## config.mk

```make
export PLATFORM = sky130hd
export DESIGN_NAME = lockin_sequencer
export DESIGN_NICKNAME = d
export VERILOG_FILES = /design/src/rtl/lockin_sequencer.sv
export SDC_FILE = /design/constraint.sdc
export NUM_CORES = 1
export LEC_CHECK = 0
export CORE_MARGIN = 2
export CORE_UTILIZATION = 49
export CTS_CLUSTER_SIZE = 28
export DETAILED_ROUTE_END_ITERATION = 10
export GPL_ROUTABILITY_DRIVEN = 0
export PLACE_DENSITY = 0.77
export SYNTH_ARGS = -nofsm -noshare
export SYNTH_HDL_FRONTEND = slang
export SYNTH_SLANG_ARGS = --single-unit
```

## constraint.sdc

```tcl
create_clock -name clock_50_mhz -period 3.5 [get_ports clock_50_mhz]
set_clock_uncertainty 0.2 [all_clocks]
set_input_delay 0.7 -clock clock_50_mhz [delete_from_list [all_inputs] [get_ports clock_50_mhz]]
set_output_delay 0.7 -clock clock_50_mhz [all_outputs]
set_load 0.05 [all_outputs]
```

## src/rtl/lockin_sequencer.sv

```systemverilog
// -----------------------------------------------------------------------------
// lockin_sequencer
//
// Sequences one gated lock-in photon-counting acquisition: clears the
// counters, alternates light-on / light-off phases of half_period clocks for
// num_cycles full modulation cycles (add gate in the on phase, subtract gate
// in the off phase, each optionally blanked for blank_cycles clocks after the
// phase edge), then latches the counters and reports done.
//
// Optional feature macro: LOCKIN_BLANKING_EN
//   defined   : blank_cycles delays each gate and must be < half_period.
//   undefined : blank_cycles is ignored (treated as 0) and not validated.
//
// Ports
//   clock_50_mhz      in   system clock, rising edge
//   reset             in   synchronous active-high reset
//   start             in   one-cycle run request (IDLE only)
//   abort             in   terminate run, no latch
//   half_period       in   clocks per phase (TIMER_WIDTH)
//   blank_cycles      in   blanking clocks at start of each phase (CYCLE_WIDTH)
//   num_cycles        in   full on+off cycles per run (CYCLE_WIDTH)
//   light_source_pin  out  excitation drive
//   add_enable        out  counter gate, light-on window
//   subtract_enable   out  counter gate, light-off window
//   counter_clear     out  one-cycle clear strobe
//   counter_latch     out  one-cycle capture strobe
//   busy              out  high whenever not idle
//   done              out  one-cycle normal-completion strobe
//   config_error      out  one-cycle strobe on rejected start
//   cycles_completed  out  full cycles finished in current/last run
//
// TIMER_WIDTH is expected to be >= CYCLE_WIDTH (blank_cycles is compared
// against timer values after zero-extension).
// -----------------------------------------------------------------------------
module lockin_sequencer #(
   parameter int TIMER_WIDTH = 32,
   parameter int CYCLE_WIDTH = 16
) (
   input  logic                   clock_50_mhz,
   input  logic                   reset,
   input  logic                   start,
   input  logic                   abort,
   input  logic [TIMER_WIDTH-1:0] half_period,
   input  logic [CYCLE_WIDTH-1:0] blank_cycles,
   input  logic [CYCLE_WIDTH-1:0] num_cycles,
   output logic                   light_source_pin,
   output logic                   add_enable,
   output logic                   subtract_enable,
   output logic                   counter_clear,
   output logic                   counter_latch,
   output logic                   busy,
   output logic                   done,
   output logic                   config_error,
   output logic [CYCLE_WIDTH-1:0] cycles_completed
);

   localparam logic [2:0] S_IDLE  = 3'd0;
   localparam logic [2:0] S_CLEAR = 3'd1;
   localparam logic [2:0] S_ON    = 3'd2;
   localparam logic [2:0] S_OFF   = 3'd3;
   localparam logic [2:0] S_LATCH = 3'd4;
   localparam logic [2:0] S_DONE  = 3'd5;

   // The state register runs one clock ahead of the outputs: every output is
   // registered from the state/timer held during the preceding clock. This is
   // what places busy/counter_clear on cycle 1 and the light on cycle 2.
   logic [2:0]             r_state;
   logic [TIMER_WIDTH-1:0] r_timer;
   logic [TIMER_WIDTH-1:0] r_half;
   logic [CYCLE_WIDTH-1:0] r_blank;
   logic [CYCLE_WIDTH-1:0] r_num;
   logic [CYCLE_WIDTH-1:0] r_cycles;

   logic r_light;
   logic r_add;
   logic r_sub;
   logic r_clr;
   logic r_latch;
   logic r_busy;
   logic r_done;
   logic r_cerr;

   logic [CYCLE_WIDTH-1:0] w_blank_in;
   logic                   w_cfg_ok;
   logic                   w_last;
   logic                   w_gate_open;
   logic [CYCLE_WIDTH-1:0] w_cycles_next;

`ifdef LOCKIN_BLANKING_EN
   assign w_blank_in = blank_cycles;
   assign w_cfg_ok   = (half_period != '0) && (num_cycles != '0) &&
                       (TIMER_WIDTH'(blank_cycles) < half_period);
`else
   // Port stays for pin compatibility; its value is masked off so the gates
   // coincide with their phases.
   assign w_blank_in = blank_cycles & {CYCLE_WIDTH{1'b0}};
   assign w_cfg_ok   = (half_period != '0) && (num_cycles != '0);
`endif

   // r_half is nonzero inside a run, so half_period-1 never wraps.
   assign w_last        = (r_timer == (r_half - TIMER_WIDTH'(1)));
   assign w_gate_open   = (r_timer >= TIMER_WIDTH'(r_blank));
   assign w_cycles_next = r_cycles + CYCLE_WIDTH'(1);

   always_ff @(posedge clock_50_mhz) begin
      if (reset) begin
         r_state  <= S_IDLE;
         r_timer  <= '0;
         r_half   <= '0;
         r_blank  <= '0;
         r_num    <= '0;
         r_cycles <= '0;
         r_light  <= 1'b0;
         r_add    <= 1'b0;
         r_sub    <= 1'b0;
         r_clr    <= 1'b0;
         r_latch  <= 1'b0;
         r_busy   <= 1'b0;
         r_done   <= 1'b0;
         r_cerr   <= 1'b0;
      end else begin
         // Every output defaults low; the case below raises what the
         // current state calls for. An abort therefore only has to redirect
         // the state to drop all outputs on this edge.
         r_light <= 1'b0;
         r_add   <= 1'b0;
         r_sub   <= 1'b0;
         r_clr   <= 1'b0;
         r_latch <= 1'b0;
         r_busy  <= 1'b0;
         r_done  <= 1'b0;
         r_cerr  <= 1'b0;

         if (abort && (r_state != S_IDLE)) begin
            // cycles_completed intentionally holds its value.
            r_state <= S_IDLE;
            r_timer <= '0;
         end else begin
            case (r_state)
               S_IDLE: begin
                  // start together with abort is dropped silently.
                  if (start && !abort) begin
                     if (w_cfg_ok) begin
                        r_half   <= half_period;
                        r_blank  <= w_blank_in;
                        r_num    <= num_cycles;
                        r_cycles <= '0;
                        r_state  <= S_CLEAR;
                     end else begin
                        r_cerr <= 1'b1;
                     end
                  end
               end

               S_CLEAR: begin
                  r_busy  <= 1'b1;
                  r_clr   <= 1'b1;
                  r_timer <= '0;
                  r_state <= S_ON;
               end

               S_ON: begin
                  r_busy  <= 1'b1;
                  r_light <= 1'b1;
                  r_add   <= w_gate_open;
                  if (w_last) begin
                     r_timer <= '0;
                     r_state <= S_OFF;
                  end else begin
                     r_timer <= r_timer + TIMER_WIDTH'(1);
                  end
               end

               S_OFF: begin
                  r_busy <= 1'b1;
                  r_sub  <= w_gate_open;
                  if (w_last) begin
                     r_timer  <= '0;
                     r_cycles <= w_cycles_next;
                     r_state  <= (w_cycles_next == r_num) ? S_LATCH : S_ON;
                  end else begin
                     r_timer <= r_timer + TIMER_WIDTH'(1);
                  end
               end

               S_LATCH: begin
                  r_busy  <= 1'b1;
                  r_latch <= 1'b1;
                  r_state <= S_DONE;
               end

               S_DONE: begin
                  r_busy  <= 1'b1;
                  r_done  <= 1'b1;
                  r_state <= S_IDLE;
               end

               default: begin
                  r_state <= S_IDLE;
                  r_timer <= '0;
               end
            endcase
         end
      end
   end

   assign light_source_pin = r_light;
   assign add_enable       = r_add;
   assign subtract_enable  = r_sub;
   assign counter_clear    = r_clr;
   assign counter_latch    = r_latch;
   assign busy             = r_busy;
   assign done             = r_done;
   assign config_error     = r_cerr;
   assign cycles_completed = r_cycles;

endmodule

```

# Yosys cells after proc, flatten, opt, wreduce, memory -nomap -nowiden
# Index checks and enable logic that the tools add are counted.
# totals
reg_bits	107
inputBits	68
out_inout_bits	24
elab_cells	70
# op_classes
add_sub_neg	3
n_lt_le_gt_ge	1
n_eq_ne	11
mux	18
bitwise	5
reduce_logical	19
# ops
operator	n
$pmux 32 s2	1
$mux 16	3
$add 32x1->32 const B	1
$eq 32x32->1	1
$ge 32x1->1 const B	1
$mux 32	1
$pmux 16 s2	1
$reduce_bool 32->1	1
$sub 32x1->32 const B	1
$add 16x1->16 const B	1
$eq 16x16->1	1
$reduce_bool 16->1	1
$mux 3	5
$pmux 3 s5	1
$reduce_or 3->1	3
$ne 2x2->1 const B	4
$reduce_and 4->1	2
$eq 3x2->1 const B	2
$eq 3x3->1 const B	2
$mux 1	6
$not 1->1	5
$reduce_and 5->1	1
$reduce_or 5->1	1
$reduce_or 2->1	2
7 further kinds	9

# Logic depth before layout (Yosys ltp)
# Gate-level depths: netlist (run 1).
# depth
ltp_word	5
depth_mapped	15
mapped_depth_nobuf	11

# Least setup slack after synthesis (run 1)
# Ideal clock, no wire load.
# synth_timing
path_type	register to register
startpoint	register r_half[17]
endpoint	register r_cycles[12], in the netlist cycles_completed[12]
setup_ps	87
t_arrival_ps	3440
t_required_ps	3213
slack_ps	-227
path_stages_with_launch	12
path_buffers	2
synth_period_minus_slack_ps	3727
path_cell_list	dfxtp_1 -> or4_1 -> buf_2 -> nor4b_2 -> nand4_1 -> a2111oi_2 -> nand4_1 -> or4_1 -> or4b_1 -> clkbuf_1 -> or4_1 -> o31ai_1
# synth_via
elab_chain_cells	4
# synth_rtl
element	line	rtl
start, declared	69	logic [TIMER_WIDTH-1:0] r_half;
start signal, assigned	144	r_half <= half_period;
$sub 32x1->32	101	assign w_last = (r_timer == (r_half - TIMER_WIDTH'(1)));
$eq 32x32->1	101	
$ne 2x2->1 (no line)	--	
$reduce_and 5->1 (no line)	--	
end signal, assigned	179	r_cycles <= w_cycles_next;
end, declared	72	logic [CYCLE_WIDTH-1:0] r_cycles;
# Every way passes these cells.
# A chain may end at the register's enable or synchronous reset.

# Final worst setup path (run 1)
# layout_timing
startpoint	register r_half[21]
endpoint	register r_cycles[13], in the netlist cycles_completed[13]
# The elaborated chain is that of the path after synthesis.

==> impl_metrics.yaml, run 1 <==
clock_network:
  cts-root-buf: "clkbuf_16"
  clk-insertion-delay-late_ns: 0.36
  cts_max_level: 3
  cts_tree: "built"
  clock_path_buffers: 2
  cts.clk_slew.worst_paths_ns: 0.07
  cts.sinks: 107
  cts_buffers: 9
yosys:
  async_flop_share_pct: 0
  synth_cells: 778
  netlist_area_sq_mm: 0.00594
  synth.net_count: 849
  synth_edf_count: 0
  avgSynthCellArea_sq_um: 7.64
  synth.distinct_cells: 58
  synth-seq-cells: 107
  yosysSeqAreaShare_pct: 36.0
  synth_flop_cell: "dfxtp_1"
  yosysWarnings: 0
setup_path:
  r2r_end: "cycles_completed[13]"
  start_kind: "register"
  ff2ff_path_depth: 9
  crit_required_ns: 3.59
  arrival_ns: 3.81
  crit_path_end_kind: "register"
  critPathKind: "register to register"
  ff2ff_setup_slack_ns: -0.22
  cp_max_fo: 8
  reg2reg_from: "r_half[21]"
timing:
  fmax_ghz: 0.269
  slew_violations: 0
  finalCriticalPeriod_ns: 3.72
  fin_crit_sh_pct: 106
  grt_setup_unrepaired: "yes"
  tightest_slew_ns: 0.847
  slew_headroom_pct: 43.6
  finalHoldViolations: 0
  setup_viol: 28
  timing.final.ws_setup_ns: -0.216
global_routing:
  grt_max_degree: 61
  first_global_vias: 5981
  antenna_found_initial: 0
  grt_remaining_overflow: 0
  grt_pass1_wl_microns: 28500
  track_usage_pct: 27.3
place:
  port_buffers: 75
  placed_cell_area_sq_mm: 0.00731
  place_hpwl_microns: 12700
worst_hold_path:
  min_path_type: "register to register"
  hold_path_depth: 2
  hp-start: "r_num[3]"
  hold_end: "r_num[3]"
detailed_routing:
  wirelength_microns: 18600
  drt-wirelength-per-cell_microns: 17.5
  drt-initial-drc-count: 664
  viasPerCell: 6.06
  vias: 6423
  first_pass_iters: 7
  drtAntennaViolNets: 0
  drc: 0
cells_and_area:
  antenna_cells: 0
  layout-drive-gt1-share_pct: 19.2
  area_growth_pct: 36.3
  final_common_cell: "nand2_1"
  final_cell_mix: "139 x nand2_1, 103 x dfxtp_1, 75 x buf_4"
  stdcell_area_sq_mm: 0.00810
  nets: 979
  fillers: 953
power_and_ir_drop:
  ir_drop_mv: 0.276
  p_total_w: 0.00302
  powerDensity_mw_per_mm2: 373
  power.leakage_nw: 3.02
floorplanning:
  die_h_microns: 114
  initial_core_util_pct: 49.9
  io_pins: 92
  num_rows: 40
  die-area_sq_mm: 0.0130
  core_sq_mm: 0.0119
  die_w_microns: 114
status:
  outcome: "finished with violations"
  violations: "negative setup slack"
run:
  cap_violations: 0
cell usage after synthesis, drive strengths merged (5+ instances only):
master	number	area, sq um
and3	14	87.6
or4	14	109
clkbuf	40	150
nand3	38	190
a31oi	23	144
nor3	15	80.1
and2	5	31.3
nand2	140	526
a21oi	78	390
o31ai	8	60.1
o211ai	10	75.1
inv	13	48.8
nor2b	8	50.1
nor4b	5	56.3
nor2	37	139
nand4	17	106
mux2i	5	50.1
or3	7	43.8
nor4	24	150
dfxtp	107	2140
nand2b	11	68.8
xor2	36	315
or2	5	31.3
o21ai	33	165
xnor2	38	333
cells by family after synthesis:
kind of cell	Yosys count	synth area share, %
buffers and inverters	57	3.62
XOR/XNOR	74	10.9
adder cells (fa/ha/maj)	3	0.632
AND/OR/NAND/NOR	356	30.4
multiplexers	5	0.842
flip-flops	107	36.0
AO/OA/AOI/OAI	176	17.6
worst max-delay path, stage by stage, from the launching register on:
cell and delay, ns:
dfxtp_2 0.32, or4_4 0.53, or4_4 0.42, xor2_1 0.17, o31ai_2 0.29, nand3_1 0.13, or4_4 0.55, or4b_4 0.55
or4_4 0.43, o21ai_2 0.07
state kept, by name (all words and copies together), names as in the netlist:
name and count:
r_half 32, counter_latch 1, subtract_enable 1, light_source_pin 1
busy 1, r_num 16, r_timer 32, r_state 3
counter_clear 1, cycles_completed 16, config_error 1, done 1
add_enable 1
per-layer routing:
metal	GRT usage, %	vias up	part of all wire, %
met2	45.6	282	47
li1	-	3050	-
met1	34.8	3035	42
met5	0	-	0
met3	4.82	56	7.5
met4	11.7	0	4.1
report_power, final:
part / switching, W / leakage (nW) / total [W] / internal, W
combinational: 0.000352 / 2.00 / 0.000680 / 0.000328
sequential: 0.0000323 / 0.869 / 0.00128 / 0.00125
clock: 0.000476 / 0.149 / 0.00106 / 0.000581
worst max path at each step:
| stage | startpoint | end | slack [ns] | cells past startpoint |
|---|---|---|---|---|
| finish | r_half[21] | cycles_completed[13] | -0.22 | 9 |
| global route | r_half[21] | cycles_completed[13] | -0.31 | 9 |
| CTS | r_half[17] | cycles_completed[13] | -0.25 | 9 |
| detailed placement | r_half[21] | cycles_completed[12] | -0.38 | 9 |
| global placement | r_half[21] | cycles_completed[12] | -0.32 | 9 |
| floorplan | r_half[21] | cycles_completed[12] | -0.13 | 10 |
layout make-up:
class	count	area (sq um)	area share, %
clock buffer	10	239	2.95
clock inverter	6	72.6	0.896
inverter	13	48.8	0.603
multi-input combinational	614	3890	48.0
sequential	107	2150	26.5
tap	147	184	2.27
timing repair buffer	163	1520	18.8
metrics by stage:
step                      setup slack (ns)  TNS [ns]  hold WS, ns  instances  util (%)
final                               -0.216     -2.28        0.276       1060      68.0
after global routing                -0.311     -7.38        0.303       1060      68.0
after CTS                           -0.250     -1.70        0.276       1050      64.7
after detailed placement            -0.380     -2.32        0.267       1030      61.4
after global placement              -0.324     -1.88        0.263       1030      61.4
after floorplan                     -0.125    -0.859        0.248        778         -
what timing repair did:
item / in CTS / in global routing
buffers inserted: 4 / 4
setup endpoints to repair: 7 / 50
gates resized for setup: 12 / 66
hold buffers: 0 / 0
pin swaps: 15 / 30
gates cloned: 0 / 6
No activity file was read; power rests on OpenSTA's default activity.
==> run 2, diff against run 1 <==
Settings changed: CORE_UTILIZATION 49 to 59, PLACE_DENSITY 0.77 to 0.86, SLEW_MARGIN set to 30.
Clock period 3.5 ns to 4.5 ns, I/O delays scaled along.
==> impl_metrics.yaml, run 2 (synthesis gave the netlist of run 1 again) <==
clock_network:
  cts.clk_slew.worst_paths_ns: 0.12
  cts_setup_buffers: 0
  clk-insertion-delay-late_ns: 0.38
  cts.sinks: 107
  cts_tree: "built"
  cts-resized-gates: 0
  clock_path_buffers: 2
  cts_buffers: 9
  cts_max_level: 3
  cts-root-buf: "clkbuf_8"
  cts_hold_buffers: 0
setup_path:
  critPathSlowestCell: "or4_1"
  start_kind: "register"
  critical-path-top-delay-family: "simple AND/OR/NAND/NOR gates"
  worst-path-buf-inv: 0
  cp_max_fo: 8
  crit_required_ns: 4.61
  arrival_ns: 4.21
  path_cells: "or4_1, nor4b_2, nand4_1, a2111oi_2, nand4_1, or4_1, or4b_1, or4_1, o31ai_1"
  worst_path_most_repeated_cell: "or4_1"
  max_stage_delay_ns: 0.69
  crit_path_end_kind: "register"
  critPathKind: "register to register"
cells_and_area:
  fillers: 773
  reg.largest.list: "r_half (32), r_timer (32)"
  seq_area_sq_mm: 0.00214
  layout-drive-gt1-share_pct: 4.56
  final_cell_mix: "140 x nand2_1, 107 x dfxtp_1, 77 x a21oi_1"
  area_growth_pct: 16.9
  instances_no_fill: 966
  antenna_cells: 0
  nets: 899
  final_common_cell: "nand2_1"
  multi_input_area_sq_mm: 0.00359
detailed_routing:
  drc: 0
  first_pass_iters: 5
  viasPerCell: 6.26
  drt-wirelength-per-cell_microns: 16.5
  wirelength_microns: 15900
  drtAntennaViolNets: 0
  drt-initial-drc-count: 434
  vias: 6049
power_and_ir_drop:
  powerDensity_mw_per_mm2: 283
  p_int_w: 0.00136
  switching_share_pct: 30.9
  ir_drop_mv: 0.168
  pwr-share-clk_pct: 30.0
  power.leakage_nw: 2.45
  power.switching_w: 0.000607
  seq_power_share_pct: 51.3
  combinationalPowerShare_pct: 18.7
run:
  cap_violations: 0
floorplanning:
  io_pins: 92
  die_w_microns: 104
  initial_core_util_pct: 60.8
  die-area_sq_mm: 0.0109
  core_sq_mm: 0.00977
  num_rows: 36
  die_h_microns: 104
timing:
  finalHoldViolations: 0
  fin_tns_setup_ns: 0
  finalCriticalPeriod_ns: 4.11
  tightest_slew_ns: 0.786
  slew_violations: 0
  slew_headroom_pct: 47.6
  grt_setup_unrepaired: "no"
  worst_hold_slack_ns: 0.276
  setup_viol: 0
  timing.final.ws_setup_ns: 0.395
  fmax_ghz: 0.244
  fin_crit_sh_pct: 91.2
place:
  dpl.cell_count: 950
  place_hpwl_microns: 11900
  dpl_worst_slack_ns: 0.441
  port_buffers: 75
global_routing:
  grt_max_degree: 62
  first_global_vias: 5361
  grt_remaining_overflow: 0
  antenna_found_initial: 0
  grt_pass1_wl_microns: 26000
  track_usage_pct: 28.7
status:
  outcome: "finished clean"
worst_hold_path:
  min_path_type: "register to register"
==> run 2: metrics by stage <==
stage	power (W)	util [%]	instance area, sq um
2_1_floorplan	0.00126	-	5940
3_3_place_gp	0.00137	69.1	6750
3_5_place_dp	0.00139	69.1	6750
4_1_cts	0.00196	71.1	6950
5_1_grt	0.00205	71.1	6950
6_report	0.00196	71.1	6950
==> run 2: power by group through the flow <==
stage / Combinational, W / Sequential (W) / Clock [W]
6_report: 0.000367 / 0.00101 / 0.000590
5_1_grt: 0.000402 / 0.00101 / 0.000634
4_1_cts: 0.000360 / 0.00101 / 0.000595
3_5_place_dp: 0.000358 / 0.00103 / 0
3_3_place_gp: 0.000345 / 0.00103 / 0
2_1_floorplan: 0.000245 / 0.00102 / 0
==> run 2: path summary, 6_finish.rpt <==
| kind | endpoint | startpoint | slack, ns | depth (start not counted) |
|---|---|---|---|---|
| worst max register to register | cycles_completed[12] | r_half[17] | 0.39 | 9 |
| worst min-delay path | r_half[31] | r_half[31] | 0.28 | 2 |
| worst min register to register | r_half[31] | r_half[31] | 0.28 | 2 |
| worst max-delay path | cycles_completed[12] | r_half[17] | 0.39 | 9 |
==> run 2: metal layers <==
layer  GRT usage (%)  share of wire, %
met2            45.4                46
met5               0                 0
met4            9.65               2.2
met1            39.5                44
met3            5.01               7.6
==> run 2: worst min-delay path: stages (launching register included) <==
cell	delay (ns)
dfxtp_1	0.33
nand2_1	0.05
a21oi_1	0.05
==> run 2: final cells by class <==
| type | count | share of cell area (%) |
|---|---|---|
| clock inverter | 6 | 0.828 |
| sequential | 107 | 30.8 |
| clock buffer | 10 | 1.98 |
| multi-input combinational | 614 | 51.6 |
| inverter | 13 | 0.702 |
| tap | 133 | 2.39 |
| timing repair buffer | 83 | 11.6 |
